--- config.mk ---
export PLATFORM = sky130hd
export DESIGN_NAME = id_stage_pipe
export DESIGN_NICKNAME = d
export VERILOG_FILES = /design/src/rtl/id_pkg.sv /design/src/rtl/id_regfile.sv /design/src/rtl/id_stage_pipe.sv
export SDC_FILE = /design/constraint.sdc
export NUM_CORES = 1
export LEC_CHECK = 0
export ABC_CLOCK_PERIOD_IN_PS = 3200
export CORE_UTILIZATION = 30
export DETAILED_ROUTE_END_ITERATION = 7
export HOLD_SLACK_MARGIN = 0.06
export SYNTH_ARGS = -nofsm -noshare
export SYNTH_HDL_FRONTEND = slang
export SYNTH_HIERARCHICAL = 1
export SYNTH_SLANG_ARGS = --single-unit
--- constraint.sdc ---
create_clock -name clk -period 3.2 [get_ports clk]
set_input_delay 0.32 -clock clk [delete_from_list [all_inputs] [get_ports clk]]
set_output_delay 0.32 -clock clk [all_outputs]
set_load 0.01 [all_outputs]
--- src/rtl/id_pkg.sv ---
// Shared ID-stage definitions: opcodes, ALU func codes, writeback select and ID/EX control bundle.
package id_pkg;

  localparam logic [3:0] OpLw  = 4'b1000;
  localparam logic [3:0] OpSw  = 4'b1001;
  localparam logic [3:0] OpJal = 4'b1101;
  localparam logic [3:0] OpJr  = 4'b1110;
  localparam logic [3:0] OpHlt = 4'b1111;

  // ALU ops carry their func in opcode[2:0]; opcode[3] selects the immediate operand.
  localparam logic [2:0] FuncAdd = 3'd0;
  localparam logic [2:0] FuncSub = 3'd1;
  localparam logic [2:0] FuncAnd = 3'd2;
  localparam logic [2:0] FuncOr  = 3'd3;
  localparam logic [2:0] FuncXor = 3'd4;
  localparam logic [2:0] FuncSll = 3'd5;
  localparam logic [2:0] FuncSrl = 3'd6;
  localparam logic [2:0] FuncSra = 3'd7;

  localparam logic WbAlu = 1'b0;
  localparam logic WbMem = 1'b1;

  typedef struct packed {
    logic       valid;
    logic [7:0] imm8;
    logic [3:0] shamt;
    logic [2:0] func;
    logic       src1sel;
    logic       we_rf;
    logic       we_mem;
    logic       re_mem;
    logic       wb_sel;
    logic       hlt;
  } id_ex_ctrl_t;

endpackage

--- src/rtl/id_regfile.sv ---
// Register file: two asynchronous read ports, two synchronous write ports (port 1 wins on a tie).
module id_regfile #(
  parameter int unsigned DATA_W = 16,
  parameter int unsigned NREG   = 16,
  parameter int unsigned RA_W   = $clog2(NREG)
) (
  input  logic              clk,
  input  logic              rst,
  input  logic [RA_W-1:0]   ra0,
  input  logic [RA_W-1:0]   ra1,
  output logic [DATA_W-1:0] rd0,
  output logic [DATA_W-1:0] rd1,
  input  logic              we0,
  input  logic [RA_W-1:0]   wa0,
  input  logic [DATA_W-1:0] wd0,
  input  logic              we1,
  input  logic [RA_W-1:0]   wa1,
  input  logic [DATA_W-1:0] wd1
);

  logic [DATA_W-1:0] regs [NREG];

  assign rd0 = regs[ra0];
  assign rd1 = regs[ra1];

  always_ff @(posedge clk) begin
    if (rst) begin
      for (int i = 0; i < int'(NREG); i++) regs[i] <= '0;
    end else begin
      if (we0) regs[wa0] <= wd0;
      if (we1) regs[wa1] <= wd1;
    end
  end

endmodule

--- src/rtl/id_stage_pipe.sv ---
// Decode stage with ID/EX register, load-use interlock, JAL/JR redirect and sticky halt.
// Optional macro ID_WB_BYPASS_EN forwards the writeback port into same-cycle register reads.
module id_stage_pipe
  import id_pkg::*;
#(
  parameter int unsigned DATA_W   = 16,
  parameter int unsigned PC_W     = 16,
  parameter int unsigned NREG     = 16,
  parameter int unsigned LINK_REG = NREG - 1,
  localparam int unsigned RA_W    = $clog2(NREG)
) (
  input  logic              clk,
  input  logic              rst,
  input  logic [15:0]       instr,
  input  logic [PC_W-1:0]   pc,
  input  logic              if_valid,
  input  logic              flush,
  input  logic              wb_we,
  input  logic [RA_W-1:0]   wb_addr,
  input  logic [DATA_W-1:0] wb_data,
  output logic              id_stall,
  output logic              j_ctrl,
  output logic [PC_W-1:0]   j_pc,
  output logic              ex_valid,
  output logic [DATA_W-1:0] ex_p0,
  output logic [DATA_W-1:0] ex_p1,
  output logic [7:0]        ex_imm8,
  output logic [3:0]        ex_shamt,
  output logic [2:0]        ex_func,
  output logic              ex_src1sel,
  output logic              ex_we_rf,
  output logic              ex_we_mem,
  output logic              ex_re_mem,
  output logic              ex_wb_sel,
  output logic [RA_W-1:0]   ex_dst_addr,
  output logic              ex_hlt,
  output logic              halted
);

  localparam logic [RA_W-1:0] LinkAddr = RA_W'(LINK_REG);

  logic [3:0]        opcode;
  logic              is_jal, is_jr, is_lw, is_sw, is_hlt, is_alu;
  logic [RA_W-1:0]   rs0, rs1, rd;
  logic              en0, en1;
  logic [DATA_W-1:0] rf_p0, rf_p1, p0, p1;
  logic              wb_hazard, load_use, active, issue, link_we;
  logic [PC_W-1:0]   pc_plus1, jal_target;
  id_ex_ctrl_t       ctrl_d, ctrl_q;
  logic [DATA_W-1:0] p0_q, p1_q;
  logic [RA_W-1:0]   dst_q;
  logic              halted_q, halted_d;

  // Field layout: [11:8] rd (SW data source), [7:4] first source, [3:0] second source.
  always_comb begin
    opcode = instr[15:12];
    is_jal = (opcode == OpJal);
    is_jr  = (opcode == OpJr);
    is_lw  = (opcode == OpLw);
    is_sw  = (opcode == OpSw);
    is_hlt = (opcode == OpHlt);
    is_alu = !(is_jal || is_jr || is_lw || is_sw || is_hlt);
    rd     = instr[8 +: RA_W];
    rs0    = instr[4 +: RA_W];
    rs1    = is_sw ? instr[8 +: RA_W] : instr[0 +: RA_W];
    en0    = is_alu || is_lw || is_sw || is_jr;
    en1    = (is_alu && !opcode[3]) || is_sw;
  end

  id_regfile #(
    .DATA_W (DATA_W),
    .NREG   (NREG),
    .RA_W   (RA_W)
  ) u_regfile (
    .clk (clk),
    .rst (rst),
    .ra0 (rs0),
    .ra1 (rs1),
    .rd0 (rf_p0),
    .rd1 (rf_p1),
    .we0 (wb_we),
    .wa0 (wb_addr),
    .wd0 (wb_data),
    .we1 (link_we),
    .wa1 (LinkAddr),
    .wd1 (DATA_W'(pc_plus1))
  );

`ifdef ID_WB_BYPASS_EN
  assign p0        = (wb_we && (wb_addr == rs0)) ? wb_data : rf_p0;
  assign p1        = (wb_we && (wb_addr == rs1)) ? wb_data : rf_p1;
  assign wb_hazard = 1'b0;
`else
  assign p0        = rf_p0;
  assign p1        = rf_p1;
  assign wb_hazard = wb_we && ((en0 && (rs0 == wb_addr)) || (en1 && (rs1 == wb_addr)));
`endif

  assign pc_plus1   = pc + PC_W'(1);
  assign jal_target = pc_plus1 + {{(PC_W-12){instr[11]}}, instr[11:0]};

  always_comb begin
    load_use = ctrl_q.valid && ctrl_q.re_mem &&
               ((en0 && (rs0 == dst_q)) || (en1 && (rs1 == dst_q)));
    active   = if_valid && !flush && !halted_q;
    id_stall = active && (load_use || wb_hazard);
    j_ctrl   = active && (is_jal || (is_jr && !id_stall));
    j_pc     = is_jal ? jal_target : p0[PC_W-1:0];
    link_we  = active && is_jal;
    issue    = active && !id_stall && !is_jal && !is_jr;
    halted_d = halted_q || (issue && is_hlt);

    ctrl_d = '0;
    if (issue) begin
      ctrl_d.valid   = 1'b1;
      ctrl_d.imm8    = instr[7:0];
      ctrl_d.shamt   = instr[3:0];
      ctrl_d.func    = is_alu ? opcode[2:0] : FuncAdd;
      ctrl_d.src1sel = is_alu ? opcode[3] : (is_lw || is_sw);
      ctrl_d.we_rf   = is_alu || is_lw;
      ctrl_d.we_mem  = is_sw;
      ctrl_d.re_mem  = is_lw;
      ctrl_d.wb_sel  = is_lw ? WbMem : WbAlu;
      ctrl_d.hlt     = is_hlt;
    end
  end

  always_ff @(posedge clk) begin
    if (rst) begin
      ctrl_q   <= '0;
      p0_q     <= '0;
      p1_q     <= '0;
      dst_q    <= '0;
      halted_q <= 1'b0;
    end else begin
      ctrl_q   <= ctrl_d;
      p0_q     <= p0;
      p1_q     <= p1;
      dst_q    <= rd;
      halted_q <= halted_d;
    end
  end

  assign ex_valid    = ctrl_q.valid;
  assign ex_p0       = p0_q;
  assign ex_p1       = p1_q;
  assign ex_imm8     = ctrl_q.imm8;
  assign ex_shamt    = ctrl_q.shamt;
  assign ex_func     = ctrl_q.func;
  assign ex_src1sel  = ctrl_q.src1sel;
  assign ex_we_rf    = ctrl_q.we_rf;
  assign ex_we_mem   = ctrl_q.we_mem;
  assign ex_re_mem   = ctrl_q.re_mem;
  assign ex_wb_sel   = ctrl_q.wb_sel;
  assign ex_dst_addr = dst_q;
  assign ex_hlt      = ctrl_q.hlt;
  assign halted      = halted_q;

endmodule

==> metrics, run 1 <==
status finished with violations; violated checks DRC, slew limit, setup timing; Compound-Gate Fraction of Synth Area 0.1886; Min-Delay Path Class in2reg; Initial Util 0.3043; clk root buf clkbuf_16; crit path from instr[0]; fin crit share 1.004; fillers 5,510; Post-Synth Simple-Gate Area 0.08351; crit-path max FO 2; reg2reg end ex_re_mem; number of synthesized flops with an enable pin 256; Lkg Pwr between 8 and 9 nW; HPWL Detailed 42.27 mm; ys flop type edfxtp_1; Yosys top cell by area edfxtp_1; f_max 311.3 MHz; die height 246.9 um; vias 13,664; top-count cell post-synth edfxtp_1; area share of the largest cell type after synthesis 0.4272; placed insts 2,297; largest net degree at the start of global routing 37; HP Start rst; Seq/Total Area, Yosys 0.4873; synth-to-layout area growth 27.59%; Core ar. 59,130 um^2; fin. max-slew vios 54; final setup fails 1; pwr dens 464.9 nW/um^2; layout cells sized above 1 0.3011; Ys Warns 6; first-pass GRT wire length between 90 and 100 mm; max_slew headroom -0.9368; vias per cell 5.748; global route total overflow 0; Reg-to-Reg Start ex_dst_addr[0]; Hold WS 0.1364 ns; GRT Total Usage 0.2038; Synth area leaders edfxtp_1 (43%), mux4_2 (16%), a22o_1 (12%); hold-critical path depth 2; max_cap viols 0; DP Area 21,330 um^2; WL final 62.33 mm; reg2reg setup slack 0.85 ns; aggregate negative setup slack -0.01236 ns; # diodes 0; RePlAce Congestion 0.8804; fin crit period between 3 and 4 ns; clock buffer depth 3; synthesis-stage register bit count 310; Adder-Cell Fraction of Synth Area 0.01224; worst-case reg-to-reg path depth 7; Final Util 0.3883; Critical Path Start Type input pin; CP Data Arrival Time 2.89 ns; Layout Nets 1,650; Synth Area in XOR/XNOR 0.01982; initial antenna violation count 0; Slew @ Worst Pin 2.883 ns; Die W 246.9 um; Synth Instances 1,355; Antenna Nets Post-Route 0; clk_skew 0.02857 ns; drt wl/cell 26.22 um; synth cell count leaders edfxtp_1 (256), a22o_1 (252), mux4_2 (128); final hold violations 0; CTS tree done; clk_lat worst skew around 0.56 ns; multiplexer share of the synthesized area 0.1632; Pre-antenna DRT Iters 7; Avg Inst Size Synth 13.28 um^2; CP required 2.88 ns; clk slew on worst S/H paths roughly 0.06 ns; Final Cell Area 22,960 um^2; CP endpoint kind primary output; peak supply drop just over 0.0003 V; async set-reset flop share out of synthesis 0; Num Clock Sinks 310; RSZ-0062 raised after global routing yes; Site Rows 89; combinational family with the most area after synthesis compound AO/OA/AOI/OAI gates; critical path capture point j_pc[14]; Die Area 60,970 um^2; Cell variety after synth 74; Finished Layout Cells approximately 2,400; Buffers on Ports 133; Mapped Area 17,990 um^2; CTS H-tree lvls 2; number of DRC markers in iteration 0 1,221; critical setup path kind in2out; DRC violations left 40; CTS buffer count 37; vias in the first global route 13,965; Final WS setup -0.01236 ns; I/O pins 134
flip-flops by register name, indices dropped and copies added, names as in the netlist, 3 cells and up:
register / cells
ex_p0: 16
ex_p1: 16
ex_imm8: 8
ex_dst_addr: 4
u_regfile/regs: 256
ex_func: 3
placed cells by master, fill, tap and decap left out, types with 32 or more instances in the layout:
cell and instances:
a22o_1 252, a22oi_1 64, buf_4 176, clkbuf_16 38, clkdlybuf4s50_1 106, dfxtp_1 54
edfxtp_1 256, mux4_2 128, nand2_1 62, nor2_1 32, nor2b_1 45
power breakdown:
part	internal [W]	switching, W
combinational	0.000870	0.000978
clock	0.00245	0.00174
sequential	0.00455	0.0000895
metal layers:
metal / track usage / wire [um] / up-vias
met2: 0.3449 / 30480 / 703
met4: 0.06663 / 1729 / 0
met5: 0 / 0 / -
li1: - / - / 5905
met3: 0.04026 / 5390 / 117
met1: 0.2595 / 24740 / 6939
layout make-up:
cell class / count / area (um^2) / share of cell area
repair buffers: 333 / 3084 / 0.1343
multi-input cells: 878 / 8899 / 0.3876
flip-flops and latches: 310 / 8768 / 0.3819
well taps: 773 / 967.2 / 0.04213
clock buffers: 54 / 1051 / 0.04578
inverters: 16 / 62.56 / 0.002725
clock inverters: 13 / 127.6 / 0.005559
worst max-delay path, stage by stage:
cell             delay, ns
clkdlybuf4s50_1       0.46
ha_2                  0.22
fa_2                  0.39
a21oi_4               0.16
o21ai_2               0.09
buf_4                 0.15
and3_1                0.17
a211o_1               0.24
or4_1                 0.46
nand3_1               0.10
buf_2                 0.13
cell families (layout without fill, tap and decap cells):
kind of cell	Yosys count	after routing
simple gates	265	265
other cells	1	26
compound gates	398	398
buf+inv	192	416
xor+xnor	39	39
mux	133	133
fa+ha+maj	17	17
flops	310	310
worst min-delay path by stage:
stage / slack (ns) / to
floorplan: 0.44 / ex_imm8[0]
global placement: 0.50 / halted
detailed placement: 0.51 / halted
CTS: 0.13 / ex_p1[1]
global route: 0.16 / ex_p1[1]
finish: 0.14 / ex_p1[1]
metrics by stage:
step,total power [W],setup WS [ns]
finish,0.01067,-0.01236
global route,0.01100,-0.1058
CTS,0.01069,0.002675
detailed placement,0.006484,-0.9420
global placement,0.006464,-0.9223
floorplan,0.005634,0.02689
what timing repair did:
item / 4_1_cts / 5_1_grt
resized for setup: 97 / 40
hold buffers: 0 / 0
buffers inserted: 9 / 4
setup endpoints to repair: 15 / 11
pin swaps: 23 / 26
endpoints found under the hold margin: 0 / 0
gates cloned: 0 / 0
(Power assumes the default switching activity.)
==> inputs of run 2 (changes only) <==
REMOVE_ABC_BUFFERS = 1   (was default)
==> run 2 against run 1 <==
Compared with the run above: the run still ends with DRC, slew limit, setup timing left; cell count decreased by 0.21%; first-iteration DRC count grew 41%; register-to-register slack got worse by 0.02 ns; critical path depth stayed put; sequential power hardly changed; critical path type unchanged; total power fell by 2.7%; worst setup slack got worse by 0.041 ns; global-route usage increased by 2.0 points; combinational power increased by 3%; via count up 4.1%; flip-flop and latch count unchanged; sequential share of layout area is 0.22 points higher; largest cell class unchanged.
==> metrics, run 2 (synthesized netlist as in run 1, its figures left out) <==
status finished with violations; violated checks DRC, slew limit, setup timing; Initial Util 0.3043 (unchanged); Top reg by flops u_regfile/regs; Site Rows 89 (unchanged); max_cap viols 0 (unchanged); switching part of the total 0.2685 (+0.005780); max_slew headroom -1.090 (-0.1536); die height 246.9 um (unchanged); clk root buf clkbuf_16; vias 14,227 (+4.1%); HP Start instr[5]; fillers 5,521 (+0.20%); most common cell after layout, fill and taps aside edfxtp_1; NetSw 0.002790 W (-0.53%); met2 WL 33.34 mm (+9.4%); Buffers on Ports 133 (unchanged); Core ar. 59,130 um^2 (unchanged); Finished Layout Cells 2,372 (-0.21%); Die W 246.9 um (unchanged); pwr dens 455.1 nW/um^2 (-2.1%); RSZ-0062 raised after global routing yes; clock share of power 0.369 (-0.023); Seq. cell area 8768 um^2 (unchanged); I/O pins 134 (unchanged); sequential share of power 0.447 (+0.012); reg2reg setup slack 0.83 ns (-0.02 ns); Min-Delay Path Class in2reg; Logic pwr share 0.184 (+0.011); vias in the first global route 14,399 (+3.1%); Critical Path Start Type input pin; number of DRC markers in iteration 0 1,718 (+41%); multi-input logic area 8966 um^2 (+0.76%); CP endpoint kind primary output; # diodes 0 (unchanged); reg2reg end ex_func[0]; final setup fails 1 (unchanged); Antenna Nets Post-Route 0 (unchanged); clock buffer depth 3 (unchanged); f_max 307.4 MHz (-1.2%); final hold violations 0 (unchanged); Hold Path End ex_imm8[5]; worst-case reg-to-reg path depth 9 (+2); DRC violations left 8 (-80%); HPWL Detailed 45.72 mm (+8.2%); Die Area 60,970 um^2 (unchanged); placed insts 2,302 (+0.22%); max reg flops 256 (unchanged); fin crit share 1.017 (+0.01269); Reg-to-Reg Start ex_dst_addr[0]; met3 WL 6.184 mm (+15%); hold-critical path depth 3 (+1); first-pass GRT wire length 97.75 mm (+6.3%); clk slew on worst S/H paths 0.05 ns (about the same); CP Data Arrival Time 2.93 ns (+0.04 ns); CTS buffer count 34 (-8.1%); DRT met1 WL 25.30 mm (+2.3%); largest net degree at the start of global routing 39 (+5.4%); global route total overflow 0 (unchanged); drt wl/cell 29.03 um (+11%); CTS H-tree lvls 2 (unchanged); clk_skew 0.01135 ns (-0.01722 ns); crit path from instr[0]; commonest cells after routing, fill and taps aside edfxtp_1 (256), a22o_1 (252), buf_4 (187); Pre-antenna DRT Iters 7 (unchanged); Layout Nets 1,650 (unchanged); Pint 0.007599 W (-3.4%); RePlAce Congestion 0.8820 (+0.18%); Num Clock Sinks 310 (unchanged); clk_lat worst skew 0.55 ns (about the same); # hold bufs at CTS 0 (unchanged); critical setup path kind in2out; Final WS setup -0.05297 ns (-0.04060 ns); Slew @ Worst Pin 3.112 ns (+0.2287 ns); initial antenna violation count 0 (unchanged); peak supply drop 0.0002962 V (-4.1%); fin. max-slew vios 90 (+67%); fin crit period 3.253 ns (+0.04060 ns); WL final 68.86 mm (+10%); CTS tree done; CP required 2.88 ns (about the same); layout cells sized above 1 0.3077 (+0.006570); crit-path max FO 2 (unchanged); GRT Total Usage 0.2240 (+0.02020); top routing layer in use met4; Lkg Pwr 8.350 nW (-0.71%); vias per cell 5.998 (+4.3%); aggregate negative setup slack -0.05297 ns (-0.04060 ns); synth-to-layout area growth 26.87%
## run 2: routing by layer
layer,global-route usage,up-vias
li1,-,5902
met1,0.2668,7248
met2,0.3744,863
met3,0.04580,214
met4,0.1291,0
met5,0,-
## run 2: how the worst max path moves through the flow
stage                     slack [ns]  depth (start not counted)          to
final                          -0.05                         11    j_pc[14]
after CTS                      -0.10                         14    j_pc[14]
after detailed placement       -1.09                         14    j_pc[14]
after global placement         -1.02                         14    j_pc[14]
after floorplan                -1.35                          6  ex_func[0]
after global routing           -0.12                         11    j_pc[14]
## run 2: power groups by stage
stage	Clock [W]	Sequential (W)	Combinational (W)
6_report	0.00384	0.00464	0.00191
5_1_grt	0.00403	0.00466	0.00200
4_1_cts	0.00389	0.00464	0.00184
3_5_place_dp	0	0.00472	0.00179
3_3_place_gp	0	0.00471	0.00178
2_1_floorplan	0	0.00471	0.000803
## run 2: what timing repair did
item / CTS / global route
setup buffers: 7 / 4
resized for setup: 107 / 46
endpoints found under the setup margin: 15 / 15
pin swaps: 26 / 26
## run 2: critical path, cell delays in order
cell and delay, ns:
clkdlybuf4s50_1 0.45, ha_2 0.22, fa_2 0.38, a21oi_4 0.22, o21ai_4 0.08, buf_4 0.14, and3_4 0.17, a211o_1 0.25
or4_4 0.49, nand3_2 0.10, buf_6 0.10
## run 2: layout make-up
cell class,count,share of cell area
inverter,16,0.002740
multi-input combinational,878,0.3927
clock buffer,45,0.04001
timing repair buffer,336,0.1326
clock inverter,14,0.005481
sequential,310,0.3841
tap,773,0.04237
## run 2: metrics by stage
stage               hold WS [ns]  setup slack (ns)  total power (W)  utilization  instance area (um^2)
detailed placement        0.5016            -1.095         0.006516       0.3602                 21300
global placement          0.5061            -1.019         0.006483       0.3602                 21300
finish                    0.3670          -0.05297          0.01039       0.3861                 22830
global route              0.3611           -0.1162          0.01069       0.3861                 22830
CTS                       0.3477           -0.1025          0.01037       0.3821                 22600
floorplan                 0.3916            -1.355         0.005517            -                 17340
==> variant: new RTL, settings of run 2 <==
Build with the macro `ID_WB_BYPASS_EN` defined.
--- a/src/rtl/id_stage_pipe.sv
+++ b/src/rtl/id_stage_pipe.sv
@@ -1,4 +1,6 @@
 // Decode stage with ID/EX register, load-use interlock, JAL/JR redirect and sticky halt.
 // Optional macro ID_WB_BYPASS_EN forwards the writeback port into same-cycle register reads.
+`define ID_WB_BYPASS_EN
+
 module id_stage_pipe
   import id_pkg::*;
Function: changed (Yosys sat finds a counterexample within 4 cycles, from zero or initial values and one cycle with rst high).
==> variant against run 2 <==
  * The run ends with DRC, slew limit left
  * Sequential cell count did not move
  * Critical path depth grew 4
  * Worst setup slack improved by 0.13 ns
  * Power grew 5.7%
  * Cell area grew 3.2%
  * Routed wire length increased by 0.29%
  * Combinational power is 8% higher
  * Synthesized area increased by 0.60%
==> variant: results (changes against run 2) <==
- Detail Placement HPWL: 47000 um (+2.7%)
- Number of buffers created by CTS: 38 (+12%)
- Worst-path maximum fanout: 5 (+3)
- Total number of vias: 14500 (+2.0%)
- GRT met2 Usage: 35.4% (-2.1 points)
- Vias per cell: 5.98 (-0.36%)
- Slowest Stage Delay on Critical Path: 0.27 ns (-0.22 ns)
- Tot GR Track Use: 22.3% (-0.067 points)
- Setup WS pre-CTS: -1.06 ns (+0.0319 ns)
- Initial antenna violation count: 2 (+2)
- Met2 WL post-DR: 31600 um (-5.4%)
- Met3 WL: 8120 um (+31%)
- Final Net Count: 1703 (+3.2%)
- Placed Instances: 2354 (+2.3%)
- Max reg flops: 256 (unchanged)
- Met1 wire length: 26700 um (+5.6%)
- Drt total wl: 69100 um (+0.29%)
- P_seq: 0.00465 W (about the same)
- GR Layer Usage met3: 5.85% (+1.3 points)
- First-pass GRT wire length: 98400 um (+0.67%)
- Largest net degree at the start of global routing: 56 (+44%)
- Final setup skew: 0.0274 ns (+0.0161 ns)
- Outcome: finished, violations left
- # port buffers: 133 (unchanged)
- CP arrival: 2.81 ns (-0.12 ns)
- Number of enable flip-flop cells after synthesis: 256 (unchanged)
- VDD IR max: 0.407 mV (+37%)
- Top Layer Used: met5
- Top cells by area, synth: edfxtp_1, mux4_2, a22o_1
- Initial DRC Count: 1890 (+10%)
- Synth cell types: 71 (-4.1%)
- Leak: 8.75 nW (+4.8%)
- Slew Viols, Final: 72 (-20%)
- Drt first pass iters: 7 (unchanged)
- Failing checks: DRC, slew limit
- Share of layout cells above drive strength 1: 32.4% (+1.7 points)
- # DRC: 9 (+1)
- Internal power: 0.00802 W (+5.6%)
- Type of the tightest min-delay check: input port to flop
- Seq/Total Area, Yosys: 48.4% (-0.29 points)
- P_comb: 0.00207 W (+8%)
- Worst slew pin tran: 2.83 ns (-0.280 ns)
- Clk slew on worst S/H paths: 0.07 ns (+0.02 ns)
- GPL Wtd Cong: 0.929 (+5.3%)
- Critical-path top delay cell: and4_4
- Combinational cell fraction of total power: 18.9% (+0.5 points)
- Syn avg cell area: 13.3 um^2 (about the same)
- Post-synth top cells: edfxtp_1, a22o_1, mux4_2
-- variant: cell types whose count changed after synthesis, moves of 6 or more --
cell | run 2 | this run
nor2_1 | 34 | 74
mux2i_1 | 2 | 38
a21oi_1 | 12 | 21
nand2_1 | 64 | 55
and2_4 | 6 | 0
nor2b_1 | 45 | 10
-- variant: cell families (layout without fill, tap and decap cells) --
family	count (synthesis)	after routing	share of synthesized area, %
XOR/XNOR	41	41	1.98
adder cells (fa/ha/maj)	17	17	1.22
flip-flops	310	310	48.4
AND/OR/NAND/NOR	247	247	7.30
buffers and inverters	187	455	4.51
AO/OA/AOI/OAI	390	390	18.3
multiplexers	169	169	18.3
other	1	26	0.0207
-- variant: timing repair --
action | CTS | global route
pin swaps | 18 | 28
buffers inserted | 5 | 3
gates resized for setup | 99 | 48
endpoints found under the setup margin | 17 | 13
-- variant: per-stage QoR --
step	cell area (um^2)	utilization, %
floorplan	17400	-
global placement	21900	36.9
detailed placement	21900	36.9
CTS	23400	39.4
global route	23600	39.7
finish	23600	39.7
-- variant: worst register-to-register path, stage by stage (launching register included) --
cell	delay [ns]
dfxtp_1	0.32
inv_1	0.07
nand3b_1	0.22
nor2_1	0.53
and4b_1	0.29
buf_4	0.19
a211oi_4	0.07
buf_4	0.25
a22o_1	0.23
-- variant: final timing paths --
check	to	startpoint	cells after the start	slack [ns]
hold / removal	ex_imm8[0]	instr[0]	3	0.44
setup reg to reg	u_regfile/regs[15][2]	halted	8	0.76
hold reg to reg	halted	halted	2	0.50
setup / recovery	j_pc[14]	pc[2]	15	0.07
-- variant: final cells by class --
class | instances | area share (%)
Clock inverter | 16 | 0.547
Timing Repair Buffer | 378 | 14.6
Tap cell | 773 | 4.10
Clock buffer | 50 | 4.63
Sequential cell | 310 | 37.2
Multi-Input combinational cell | 890 | 38.7
Inverter | 11 | 0.175
